`src/rtl/shared_bus_arbiter.sv`:
```
// Shared-bus arbiter: round-robin grant, fixed-latency snoop window, combined
// snoop result and writeback hand-off to a modified-line owner before the data phase.
module shared_bus_arbiter #(
  parameter int REQUESTERS = 4,
  parameter int SNOOP_WAIT = 2
) (
  input  logic                      clk,
  input  logic                      reset,
  input  logic [REQUESTERS-1:0]     req,
  input  logic                      cmd_valid,
  input  logic [7:0]                operation,
  input  logic [2*REQUESTERS-1:0]   snoop_result,
  input  logic                      done,
  output logic [REQUESTERS-1:0]     gnt,
  output logic                      snoop_strobe,
  output logic [1:0]                snoop_summary,
  output logic [REQUESTERS-1:0]     owner,
  output logic                      busy,
  output logic                      protocol_error
);

  localparam int PW = (REQUESTERS > 1) ? $clog2(REQUESTERS) : 1;
  localparam logic [7:0] OP_INVALIDATE = 8'h03;

  // IDLE: no owner | GRANT: await command | SNOOP_WAIT: snoop window
  // WRITEBACK: HITM snooper drives data | DATA: requester drives data
  typedef enum logic [2:0] {
    ST_IDLE, ST_GRANT, ST_SNOOP_WAIT, ST_WRITEBACK, ST_DATA
  } state_t;

  state_t          state;
  logic [PW-1:0]   ptr;
  logic [3:0]      cnt;
  logic [7:0]      op_reg;

  logic                  found_hi, found_lo, win_found;
  logic [PW-1:0]         idx_hi, idx_lo, win_idx;
  logic [REQUESTERS-1:0] win_onehot;
  logic [PW-1:0]         ptr_next;

  // Search at-or-above ptr first, then wrap to the low indices.
  always_comb begin
    found_hi = 1'b0;
    found_lo = 1'b0;
    idx_hi   = '0;
    idx_lo   = '0;
    for (int i = 0; i < REQUESTERS; i++) begin
      if (!found_hi && req[i] && (PW'(i) >= ptr)) begin
        found_hi = 1'b1;
        idx_hi   = PW'(i);
      end
      if (!found_lo && req[i]) begin
        found_lo = 1'b1;
        idx_lo   = PW'(i);
      end
    end
    win_found  = found_hi | found_lo;
    win_idx    = found_hi ? idx_hi : idx_lo;
    win_onehot = {{(REQUESTERS-1){1'b0}}, 1'b1} << win_idx;
    ptr_next   = (win_idx == PW'(REQUESTERS-1)) ? '0 : win_idx + PW'(1);
  end

  logic                  hitm_any, hitm_multi, hit_any;
  logic [REQUESTERS-1:0] snooper;

  // The master's own field is masked; 11 falls through as NOHIT.
  always_comb begin
    hitm_any   = 1'b0;
    hitm_multi = 1'b0;
    hit_any    = 1'b0;
    snooper    = '0;
    for (int i = 0; i < REQUESTERS; i++) begin
      if (!gnt[i]) begin
        if (snoop_result[2*i +: 2] == 2'b10) begin
          if (hitm_any) hitm_multi = 1'b1;
          else          snooper[i] = 1'b1;
          hitm_any = 1'b1;
        end else if (snoop_result[2*i +: 2] == 2'b01) begin
          hit_any = 1'b1;
        end
      end
    end
  end

  always_ff @(posedge clk or posedge reset) begin
    if (reset) begin
      state          <= ST_IDLE;
      ptr            <= '0;
      cnt            <= '0;
      op_reg         <= '0;
      gnt            <= '0;
      owner          <= '0;
      snoop_strobe   <= 1'b0;
      snoop_summary  <= 2'b00;
      busy           <= 1'b0;
      protocol_error <= 1'b0;
    end else begin
      snoop_strobe <= 1'b0;
      case (state)
        ST_IDLE: begin
          if (win_found) begin
            gnt   <= win_onehot;
            ptr   <= ptr_next;
            busy  <= 1'b1;
            state <= ST_GRANT;
          end
        end
        ST_GRANT: begin
          if (cmd_valid) begin
            op_reg       <= operation;
            cnt          <= 4'(SNOOP_WAIT);
            snoop_strobe <= 1'b1;
            state        <= ST_SNOOP_WAIT;
          end else if ((req & gnt) == '0) begin
            gnt   <= '0;
            busy  <= 1'b0;
            state <= ST_IDLE;
          end
        end
        ST_SNOOP_WAIT: begin
          if (cnt != 4'd0) begin
            cnt <= cnt - 4'd1;
          end else begin
            snoop_summary <= hitm_any ? 2'b10 : (hit_any ? 2'b01 : 2'b00);
            if (hitm_multi) protocol_error <= 1'b1;
            if (hitm_any) begin
              owner <= snooper;
              state <= ST_WRITEBACK;
            end else if (op_reg == OP_INVALIDATE) begin
              gnt   <= '0;
              busy  <= 1'b0;
              state <= ST_IDLE;
            end else begin
              owner <= gnt;
              state <= ST_DATA;
            end
          end
        end
        ST_WRITEBACK: begin
          if (done) begin
            if (op_reg == OP_INVALIDATE) begin
              gnt   <= '0;
              owner <= '0;
              busy  <= 1'b0;
              state <= ST_IDLE;
            end else begin
              owner <= gnt;
              state <= ST_DATA;
            end
          end
        end
        ST_DATA: begin
          if (done) begin
            gnt   <= '0;
            owner <= '0;
            busy  <= 1'b0;
            state <= ST_IDLE;
          end
        end
        default: begin
          gnt   <= '0;
          owner <= '0;
          busy  <= 1'b0;
          state <= ST_IDLE;
        end
      endcase
    end
  end

endmodule

```
`config.mk`:
```
export PLATFORM = sky130hd
export DESIGN_NAME = shared_bus_arbiter
export DESIGN_NICKNAME = d
export VERILOG_FILES = /design/src/rtl/shared_bus_arbiter.sv
export SDC_FILE = /design/constraint.sdc
export NUM_CORES = 1
export LEC_CHECK = 0
export CAP_MARGIN = 20
export CORE_UTILIZATION = 45
export CTS_CLUSTER_SIZE = 8
export DETAILED_ROUTE_END_ITERATION = 10
export HOLD_SLACK_MARGIN = 0.08
export PLACE_DENSITY = 0.72
export SYNTH_ARGS = -nofsm -noshare
export SYNTH_HDL_FRONTEND = slang
export SYNTH_SLANG_ARGS = --single-unit
```
`constraint.sdc`:
```
create_clock -name clk -period 1.85 [get_ports clk]
set_input_delay 0.37 -clock clk [delete_from_list [all_inputs] [get_ports clk]]
set_output_delay 0.37 -clock clk [all_outputs]
set_load 0.05 [all_outputs]
```
==> results of run 1 <==
synthesized netlist by cell type (all sizes together) (3+ instances only):
cell type,n,area (um2)
nor3,4,20.0
ha,6,75.1
nand2,38,143
dfrtp,30,751
nor2,6,22.5
clkbuf,5,38.8
a21oi,9,45.0
mux2,7,78.8
nor4,6,52.6
nand3,3,15.0
inv,13,48.8
a31oi,3,18.8
a22o,4,35.0
o21ai,9,45.0
nand2b,4,25.0
nor3b,10,75.1
cells by family after synthesis:
| kind of cell | Yosys count | synth area share |
|---|---|---|
| AND/OR/NAND/NOR | 75 | 0.226 |
| AO/OA/AOI/OAI | 43 | 0.174 |
| flip-flops | 30 | 0.441 |
| buffers and inverters | 18 | 0.0515 |
| multiplexers | 8 | 0.0522 |
| adder cells (fa/ha/maj) | 6 | 0.0441 |
| XOR/XNOR | 2 | 0.0103 |
where the power goes:
| part | switching, mW | internal (mW) |
|---|---|---|
| Sequential | 0.252 | 0.962 |
| Combinational | 1.34 | 1.19 |
| Clock | 0.246 | 0.574 |
| Total | 1.84 | 2.73 |
worst max-delay path, cell delays in order, from the launching register on:
cell                        delay (ns)
sky130_fd_sc_hd__dfrtp_1          0.39
sky130_fd_sc_hd__inv_2            0.08
sky130_fd_sc_hd__ha_4             0.12
sky130_fd_sc_hd__nor3b_4          0.19
sky130_fd_sc_hd__nand2b_4         0.17
sky130_fd_sc_hd__o2111ai_4        0.10
sky130_fd_sc_hd__a2111o_1         0.44
sky130_fd_sc_hd__a22o_1           0.24
worst paths after layout:
kind	startpoint	endpoint	slack [ns]	depth (start not counted)
max	cnt[0]	gnt[3]	-0.004	7
min	reset	ptr[1]	0.45	3
max reg2reg	cnt[0]	gnt[3]	-0.004	7
min reg2reg	op_reg[0]	op_reg[0]	0.47	2
max in group asynchronous	reset	state[2]	1.10	3
min in group clk	op_reg[0]	op_reg[0]	0.47	2
final cells by class:
| type | count | area, um2 |
|---|---|---|
| sequential | 30 | 757 |
| inverter | 13 | 48.8 |
| fill | 265 | 836 |
| clock inverter | 2 | 60.1 |
| timing repair buffer | 78 | 649 |
| multi-input combinational | 134 | 977 |
| clock buffer | 6 | 82.6 |
| tap | 46 | 57.6 |
per-layer routing:
layer,track usage,share of wire,vias to the layer above
li1,-,-,803
met1,0.268,0.44,823
met2,0.386,0.50,35
met3,0.0580,0.038,6
met4,0.0739,0.017,0
met5,0,0,-
metrics by stage:
stage          hold slack (ns)   TNS, ns
2_1_floorplan            0.437     -1.17
3_3_place_gp             0.451     -4.34
3_5_place_dp             0.455     -4.73
4_1_cts                  0.464         0
5_1_grt                  0.498    -0.518
6_report                 0.455  -0.00406
repair_timing:
item | CTS | global route
pin swaps | 4 | 11
gates resized for setup | 12 | 20
setup buffers | 2 | 3
setup endpoints to repair | 9 | 12
==> results.txt, run 1 <==
* Outcome: complete, but fails checks
- Violations in the final reports: negative setup slack
* Worst IR Drop VDD: 0.896 mV
- IO Pins: 37
- Routed WL: 4290 um
- The number of antenna violations at the first check in global routing was 0.
- Clock tree synthesis selected as its root buffer the cell sky130_fd_sc_hd__clkbuf_8.
* Number of max-slew violations in the final report: 0
- Power density cells: 1740 nW/um2
- Largest net degree at the start of global routing: 31
- The critical path in this run is classified as flop to flop.
* Residual antenna-violating net count after detailed routing: 0
- Site row count: 21
- Cells after synthesis: 182
- Final Cycle Share: 1.00
- After routing the design area is 2630 um2.
- Timing would allow up to 540 MHz.
- The number of global-route vias before repair is 1,638.
- Post-CTS clock slew at the launch and capture registers of the worst setup and hold paths: 0.07 ns
- Counting distinct cell types in the post-synthesis netlist gives 40.
- RSZ-0062 raised after global routing: yes
* CTS tree: done
* DRC violations left: 0
- Clock latency at the later pin of the worst-skew pair: 0.28 ns
- The clock net in this run drives a total of 30 sinks.
* Maximum buffer depth of the clock tree: 2
- STA classifies the critical path endpoint as a flop.
- For this configuration, the core starts out at a cell density of 0.491.
* Worst-Margin Slew: 0.493 ns
* Final layout net count: 292
- Crit path required time: 2.02 ns
- The Yosys step of the flow raised 0 warnings.
* Routed vias/inst: 5.39
- Sequential element share of the synthesized area: 0.441
* Setup skew after layout: 0.00425 ns
* Total standard cell area after synthesis: 1700 um2
- Overall via count from detail_route: 1,667
- Total track usage: 0.224
- Initial DRC Count: 43
- P_leak: 1.29 nW
- Count of TritonRoute iterations in the first routing pass: 4
* Crit path setup slack, layout: -0.00353 ns
* Cell area reported after detailed placement: 2360 um2
* Total Power Consumption: 4.57 mW
- Dominant synthesized flop cell: sky130_fd_sc_hd__dfrtp_1
* Core area: 3470 um2
- Buffers on Ports: 36
- Along the worst path, the maximum fanout reaches 5.
- The worst setup path is launched from a flop.
* Final hold violation count: 0
* Total congestion overflow after global routing: 0
- The synthesized design contains 30 register bits.
* Final number of setup-violating endpoints: 2
* Total placed cells including tap cells: 296
- Worst slack at placement: -0.462 ns
* Synth-to-layout area growth: 54.7%
- In this run the number of H-tree levels came out at 2.
* Average wire per standard cell: 13.9 um
- Global-route wire length before repair: 7020 um
- Post-synthesis async set-or-reset flop share: 1.00
- Across the run, the number of max-cap violations was 0.
* Time the worst path needs with I/O delays and setup: 1.85 ns
- For this design, the CTS-stage hold fixing added 0 buffers.
* Worst path arrival time: 2.02 ns
* Cell Count, Final, Fillers Out: 309
- From bottom edge to top edge, the die measures 63.5 um.
- Die Area: 4030 um2
- TritonCTS created 5 clock buffers.
- Count of flip-flops with a built-in enable after synthesis: 0
- Most used cells in the layout excluding fill and tap cells: sky130_fd_sc_hd__buf_4, sky130_fd_sc_hd__nand2_1, sky130_fd_sc_hd__dfrtp_1
- Routability-driven placement finished with a final weighted congestion of 0.867.
* Proportion of layout cells with a drive suffix above 1: 0.338
* Leading cell type in the layout, fill and taps excluded: sky130_fd_sc_hd__buf_4
- The number of nets in the synthesized netlist is 212.
- Type of the tightest min-delay check: input pin to asynchronous set/reset pin
- At the end of the flow the core is filled with cells to 0.759.
* Die X-Extent: 63.5 um
- 0 antenna diodes ended up in the layout.
- Half-perimeter wire length of the detailed placement result: 3110 um
- Relative max-transition margin: 0.670
- The register with the most flip-flops in the layout has 8 of them.
* Mean Syn Cell Area: 9.35 um2
No activity file was read; power rests on OpenSTA's default activity.
==> run 2, diff against run 1 <==
--- a/config.mk
+++ b/config.mk
@@ -7,10 +7,10 @@
 export LEC_CHECK = 0
 export CAP_MARGIN = 20
 export CORE_UTILIZATION = 45
-export CTS_CLUSTER_SIZE = 8
 export DETAILED_ROUTE_END_ITERATION = 10
 export HOLD_SLACK_MARGIN = 0.08
 export PLACE_DENSITY = 0.72
+export SETUP_SLACK_MARGIN = 0.05
 export SYNTH_ARGS = -nofsm -noshare
 export SYNTH_HDL_FRONTEND = slang
 export SYNTH_SLANG_ARGS = --single-unit
==> results.txt, run 2 (synthesized netlist as in run 1, its figures left out) <==
* Slowest Stage Delay on Critical Path: 0.39 ns (-0.05 ns)
- Half-perimeter wire length of the detailed placement result: 3110 um (unchanged)
- Final layout net count: 292 (unchanged)
- Buffers on Ports: 36 (unchanged)
- The slowest stage of the critical path belongs to the cell sky130_fd_sc_hd__dfrtp_1.
- Total placed cells including tap cells: 296 (unchanged)
- WHS: 0.453 ns (-0.00151 ns)
- Global-route wire length before repair: 7070 um (+0.68%)
- Antenna violations before repair: 0 (unchanged)
- The flow ran to the end, and the final reports show no timing, DRC or antenna violations.
- The number of top-level pins came to 37 (unchanged).
- Initial DRC Count: 39 (-9.3%)
- The fraction of power spent switching nets is 0.404 (+0.00108).
- Count of fill cells added during filler insertion: 272 (+2.6%)
- The horizontal die dimension is 63.5 um (unchanged).
* Reg power frac: 0.263 (-0.003)
* Synth-to-layout area growth: 54.3%
* Power density cells: 1750 nW/um2 (+0.57%)
- The setup slack after placement came to -0.462 ns (unchanged).
* Site row count: 21 (unchanged)
- The non-filler instance count after layout came to 309 (unchanged).
- The peak supply drop was 0.956 mV (+6.8%).
- The count of inserted antenna diode cells was 0 (unchanged).
- Type of the tightest min-delay check: input pin to asynchronous set/reset pin
- Critical path endpoint category: flop
* Summed negative setup slack over all endpoints: 0 ns (+0.00406 ns)
- Time the worst path needs with I/O delays and setup: 1.83 ns (-0.0202 ns)
* Most used cells in the layout excluding fill and tap cells: sky130_fd_sc_hd__buf_4, sky130_fd_sc_hd__nand2_1, sky130_fd_sc_hd__dfrtp_1
- The tree is rooted in a sky130_fd_sc_hd__clkbuf_8.
- Final hold violation count: 0 (unchanged)
* Core area: 3470 um2 (unchanged)
- The internal power came to 2.73 mW (+0.15%).
- Effective utilization at floorplan: 0.491 (unchanged)
- Total track usage: 0.226 (+0.00231)
* Average wire per standard cell: 13.8 um (-0.86%)
- The level count of the clock H-tree was 2 (unchanged).
- Final Cycle Share: 0.991 (-0.0109)
- Overall via count from detail_route: 1,666 (-0.060%)
* Critical path peak fanout: 5 (unchanged)
- The number of buffers added by the clock tree synthesis step was 5 (unchanged).
- The maximum frequency from static timing analysis came to 545 MHz (+1.1%).
- CTS tree: done
* Routed vias/inst: 5.39 (about the same)
* Worst path arrival time: 2.00 ns (-0.02 ns)
* Relative max-transition margin: 0.667 (-0.00356)
- Number of maximum-capacitance constraint violations: 0 (unchanged)
- The register cell area after layout came to 756 um2 (-0.17%).
- STA classifies the critical path startpoint as a flop.
- The share of total power in combinational logic was 0.556 (about the same).
- The worst path required time came to 2.02 ns (about the same).
- Post-CTS clock slew at the launch and capture registers of the worst setup and hold paths: 0.07 ns (about the same)
- The remaining antenna violation count after routing is 0 (unchanged).
- CTS Hold Buffers Added: 0 (unchanged)
* Total number of clock tree sinks: 30 (unchanged)
- RSZ-0062 raised after global routing: yes
* Routed WL: 4260 um (-0.86%)
- Traced cell by cell, the critical path runs through inv_2 > ha_4 > nor3b_4 > nand2b_4 > o2111ai_4 > a2111o_1 > a22o_1.
- The insertion delay of the later-clocked pin in the worst-skew pair is 0.29 ns (about the same).
- Final weighted congestion of routability-driven global placement: 0.867 (unchanged)
- The largest net degree at the start of global routing was 31 (unchanged).
* Final number of setup-violating endpoints: 0 (-2)
- The deepest clock path buffer count came to 2 (unchanged).
* Cell area reported after detailed placement: 2360 um2 (unchanged)
- The number of DRC violations after detailed routing is 0 (unchanged).
- The part of the total power dissipated in the clock network came to 0.180 (about the same).
* Crit path setup slack, layout: 0.0167 ns (+0.0202 ns)
- The library cell used most frequently in the layout, excluding fill and tap cells, is sky130_fd_sc_hd__buf_4.
- The count of final max-slew check failures was 0 (unchanged).
- Setup skew after layout: 0.00576 ns (+0.00151 ns)
- The leftover overflow at the end of global routing was 0 (unchanged).
* Height of the die: 63.5 um (unchanged)
- Sw power: 1.85 mW (+0.60%)
- Total area of multi-input combinational cells: 982 um2 (+0.51%)
- The number of global-route vias before repair came to 1,658 (+1.2%).
- Count of TritonRoute iterations in the first routing pass: 4 (unchanged)
- Die Area: 4030 um2 (unchanged)
* Largest register FFs: 8 (unchanged)
- P_leak: 1.29 nW (-0.13%)
- The transition time at the pin with the least slew margin is 0.499 ns (+0.00607 ns).
* Worst Setup Path Type: flop to flop
* Proportion of layout cells with a drive suffix above 1: 0.338 (unchanged)
- The cell area after layout is 2630 um2 (-0.24%).
run 2: worst max-delay path, delay by kind of cell (launching register included):
kind	cells	cell delay (ns)
buffers and inverters	1	0.09
flip-flops	1	0.39
AO/OA/AOI/OAI	3	0.74
adder cells (fa/ha/maj)	1	0.13
AND/OR/NAND/NOR	2	0.36
run 2: final cells by class:
class,instances,share of cell area
multi-input cells,134,0.374
flip-flops and latches,30,0.288
repair buffers,78,0.243
clock buffers,6,0.0314
clock inverters,2,0.0229
well taps,46,0.0219
inverters,13,0.0186
run 2: final timing paths:
check / start / to / cells after the start / slack, ns
setup / recovery: cnt[0] / gnt[3] / 7 / 0.02
min in group clk: op_reg[0] / op_reg[0] / 2 / 0.47
hold / removal: reset / op_reg[5] / 3 / 0.45
max in group asynchronous: reset / gnt[1] / 3 / 1.10
setup reg to reg: cnt[0] / gnt[3] / 7 / 0.02
hold reg to reg: op_reg[0] / op_reg[0] / 2 / 0.47
run 2: timing repair:
action,4_1_cts,5_1_grt
resized for setup,19,13
setup endpoints to repair,11,14
pin swaps,7,0
endpoints found under the hold margin,0,0
setup buffers,3,3
run 2: power groups by stage:
stage / Clock, mW / Sequential [mW] / Combinational (mW)
2_1_floorplan: 0 / 1.58 / 1.04
3_3_place_gp: 0 / 1.18 / 2.24
3_5_place_dp: 0 / 1.19 / 2.30
4_1_cts: 0.840 / 1.20 / 2.40
5_1_grt: 0.869 / 1.25 / 2.76
6_report: 0.826 / 1.21 / 2.55
run 2: through the flow:
stage,power (mW),util
after floorplan,2.61,-
after global placement,3.42,0.679
after detailed placement,3.49,0.679
after CTS,4.44,0.736
after global routing,4.88,0.757
final,4.58,0.757
run 2: layer usage:
layer	wire length [um]	GRT usage
met1	1910	0.268
met4	62	0.0739
met2	2150	0.394
met3	134	0.0580
met5	0	0
==> run 3, diff against run 2 <==
--- a/config.mk
+++ b/config.mk
@@ -5,11 +5,12 @@
 export SDC_FILE = /design/constraint.sdc
 export NUM_CORES = 1
 export LEC_CHECK = 0
+export ABC_CLOCK_PERIOD_IN_PS = 1800
 export CAP_MARGIN = 20
-export CORE_UTILIZATION = 45
+export CORE_UTILIZATION = 50
 export DETAILED_ROUTE_END_ITERATION = 10
 export HOLD_SLACK_MARGIN = 0.08
-export PLACE_DENSITY = 0.72
+export PLACE_DENSITY = 0.76
 export SETUP_SLACK_MARGIN = 0.05
 export SYNTH_ARGS = -nofsm -noshare
 export SYNTH_HDL_FRONTEND = slang
==> constraint.sdc (replaced) <==
create_clock -name clk -period 1.8 [get_ports clk]
set_input_delay 0.36 -clock clk [delete_from_list [all_inputs] [get_ports clk]]
set_output_delay 0.36 -clock clk [all_outputs]
set_load 0.05 [all_outputs]
==> results.txt, run 3 (synthesized netlist as in run 1, its figures left out) <==
- The worst setup slack after layout came to -0.0905 ns (-0.107 ns).
- The number of DRC violations after detailed routing is 0 (unchanged).
- The number of flip-flops in the largest register is 8 (unchanged).
* Type of element launching the critical path: input pin
* Buffers on Ports: 36 (unchanged)
* Antenna violations before repair: 0 (unchanged)
* Die Area: 3640 um2 (-9.7%)
- CTS Hold Buffers Added: 0 (unchanged)
- The highest fanout seen on the critical path came to 4 (-1).
- IO Pins: 37 (unchanged)
- The area used by multi-input combinational logic is 1010 um2 (+2.8%).
- Met3 WL post-DR: 315 um (+140%)
- P_leak: 1.25 nW (-3.3%)
- Largest net degree at the start of global routing: 14 (-55%)
- The core box area is 3130 um2 (-9.8%).
- Relative max-transition margin: 0.752 (+0.0857)
- The critical path is of the input pin to flop type.
- The critical path goes through dlygate4sd2_1 > nor3b_2 > nor4_4 > nand2_1 > o211ai_1 > buf_4 > mux2_4.
* Count of fill cells added during filler insertion: 188 (-31%)
- Proportion of layout cells with a drive suffix above 1: 0.382 (+0.0436)
- Final layout net count: 296 (+1.4%)
- Type of the tightest min-delay check: input pin to asynchronous set/reset pin
- Half-perimeter wire length of the detailed placement result: 3450 um (+11%)
* Crit path required time: 2.03 ns (about the same)
* Residual antenna-violating net count after detailed routing: 0 (unchanged)
* Synth-to-layout area growth: 52.9%
* Effective utilization at floorplan: 0.544 (+0.0534)
- The final setup TNS was -0.351 ns (-0.351 ns).
- The number of detailed-routing iterations run before antenna repair came to 4 (unchanged).
- The post-detailed-routing wire length is 4850 um (+14%).
- The ratio of total power to cell area came to 1740 nW/um2 (-0.27%).
* Total number of clock tree sinks: 30 (unchanged)
- The horizontal die dimension came to 60.3 um (-5.0%).
* Worst-Margin Slew: 0.369 ns (-0.130 ns)
- Number of max-slew violations in the final report: 0 (unchanged)
- CTS tree: done
* Most used cells in the layout excluding fill and tap cells: sky130_fd_sc_hd__buf_4, sky130_fd_sc_hd__nand2_1, sky130_fd_sc_hd__dfrtp_1
* Overall via count from detail_route: 1,756 (+5.4%)
- The part of the total power dissipated in the clock network came to 0.095 (-0.085).
- RSZ-0062 raised after global routing: yes
- The leftover overflow at the end of global routing was 0 (unchanged).
- Static timing analysis puts the maximum clock frequency at 529 MHz.
- Maximum buffer depth of the clock tree: 2 (unchanged)
* Cell with the largest stage delay on the worst path: sky130_fd_sc_hd__nor4_4
- The maximum cell stage delay along the critical path came to 0.41 ns (+0.02 ns).
* Switching Share: 0.443 (+0.0384)
* Critical path endpoint category: flop
* Routed vias/inst: 5.65 (+4.7%)
* Violations in the final reports: negative setup slack
- In the finished design, the share of the clock period the worst path needs comes to 1.05.
- Final hold violation count: 0 (unchanged)
* Highest metal layer with signal wires: met4
- Final weighted congestion of routability-driven global placement: 0.885 (+2.0%)
- The number of max-cap violations came to 0 (unchanged).
- The insertion delay of the later-clocked pin in the worst-skew pair was 0.34 ns (+0.05 ns).
* Number of H-tree branching levels: 2 (unchanged)
- Via count of the first global-routing pass: 1,790 (+8.0%)
- CTS placed an instance of sky130_fd_sc_hd__clkbuf_4 at the clock tree root.
- Worst IR Drop VDD: 1.12 mV (+17%)
- Wire length on met1: 1890 um (-1.0%)
- The final setup violation count came to 4 (+4).
* Average wire per standard cell: 15.6 um (+13%)
* Outcome: complete, but fails checks
- The number of buffers added by the clock tree synthesis step is 5 (unchanged).
- Storage element area: 759 um2 (+0.50%)
- The share of total power in combinational logic was 0.631 (+0.075).
- Leaving out fill and tap cells, the most frequent cell in the layout is sky130_fd_sc_hd__buf_4.
- Post-CTS clock slew at the launch and capture registers of the worst setup and hold paths: 0.09 ns (+0.02 ns)
- Initial DRC Count: 105 (+170%)
- Worst path arrival time: 2.12 ns (+0.12 ns)
* Global-route wire length before repair: 7620 um (+7.7%)
- The smallest clock period supported by the final layout is computed as 1.89 ns.
- Total track usage: 0.285 (+0.0592)
* Worst slack at placement: -0.556 ns (-0.0943 ns)
- The wire length on met2 is 2510 um (+17%).
- The row count was 20 (-4.8%).
* Diodes inserted: 0 (unchanged)
- Reg power frac: 0.274 (+0.011)
- Sw power: 2.00 mW (+8.2%)
- The worst clock skew is 0.00476 ns (-0.000995 ns).
* Internal portion of total power: 2.52 mW (-7.6%)
* Height of the die: 60.3 um (-5.0%)
[run 3: worst max-delay path, delay by kind of cell]
kind | cells | cell delay [ns]
multiplexers | 1 | 0.30
AND/OR/NAND/NOR | 3 | 0.76
buffers and inverters | 2 | 0.44
AO/OA/AOI/OAI | 1 | 0.25
[run 3: layer usage]
metal | global-route usage | vias up
met4 | 0.169 | 0
li1 | - | 819
met5 | 0 | -
met2 | 0.502 | 77
met3 | 0.0533 | 20
met1 | 0.319 | 840
[run 3: path summary, 6_finish.rpt]
path	from	to	slack [ns]	depth (start not counted)
worst min register to register	protocol_error	protocol_error	0.46	1
worst max-delay path	snoop_result[3]	owner[3]	-0.09	7
worst max register to register	gnt[1]	owner[3]	-0.08	6
max in group asynchronous	reset	op_reg[5]	1.00	3
min in group clk	protocol_error	protocol_error	0.46	1
worst min-delay path	reset	busy	0.28	2
[run 3: final cells by class]
class,instances,area share
Sequential cell,30,0.292
Timing Repair Buffer,82,0.255
Inverter,13,0.0202
Multi-Input combinational cell,134,0.388
Clock buffer,7,0.0212
Clock inverter,1,0.00192
Tap cell,44,0.0212
[run 3: power groups by stage]
stage / Combinational, mW / Clock, mW / Sequential (mW)
2_1_floorplan: 1.07 / 0 / 1.62
3_3_place_gp: 2.34 / 0 / 1.18
6_report: 2.86 / 0.428 / 1.24
5_1_grt: 3.07 / 0.469 / 1.27
3_5_place_dp: 2.42 / 0 / 1.21
4_1_cts: 2.65 / 0.427 / 1.23
[run 3: timing repair]
| action | 4_1_cts | 5_1_grt |
|---|---|---|
| gates resized for setup | 32 | 12 |
| pin swaps | 11 | 6 |
| setup buffers | 7 | 3 |
| endpoints found under the setup margin | 13 | 22 |
[run 3: stage by stage]
stage | instance area [um2] | util | hold slack (ns) | std cells | power, mW
global route | 2600 | 0.832 | 0.329 | 311 | 4.81
global placement | 2350 | 0.752 | 0.445 | 294 | 3.52
finish | 2600 | 0.832 | 0.280 | 311 | 4.53
floorplan | 1730 | - | 0.437 | 182 | 2.69
CTS | 2530 | 0.809 | 0.295 | 308 | 4.31
detailed placement | 2350 | 0.752 | 0.446 | 294 | 3.63
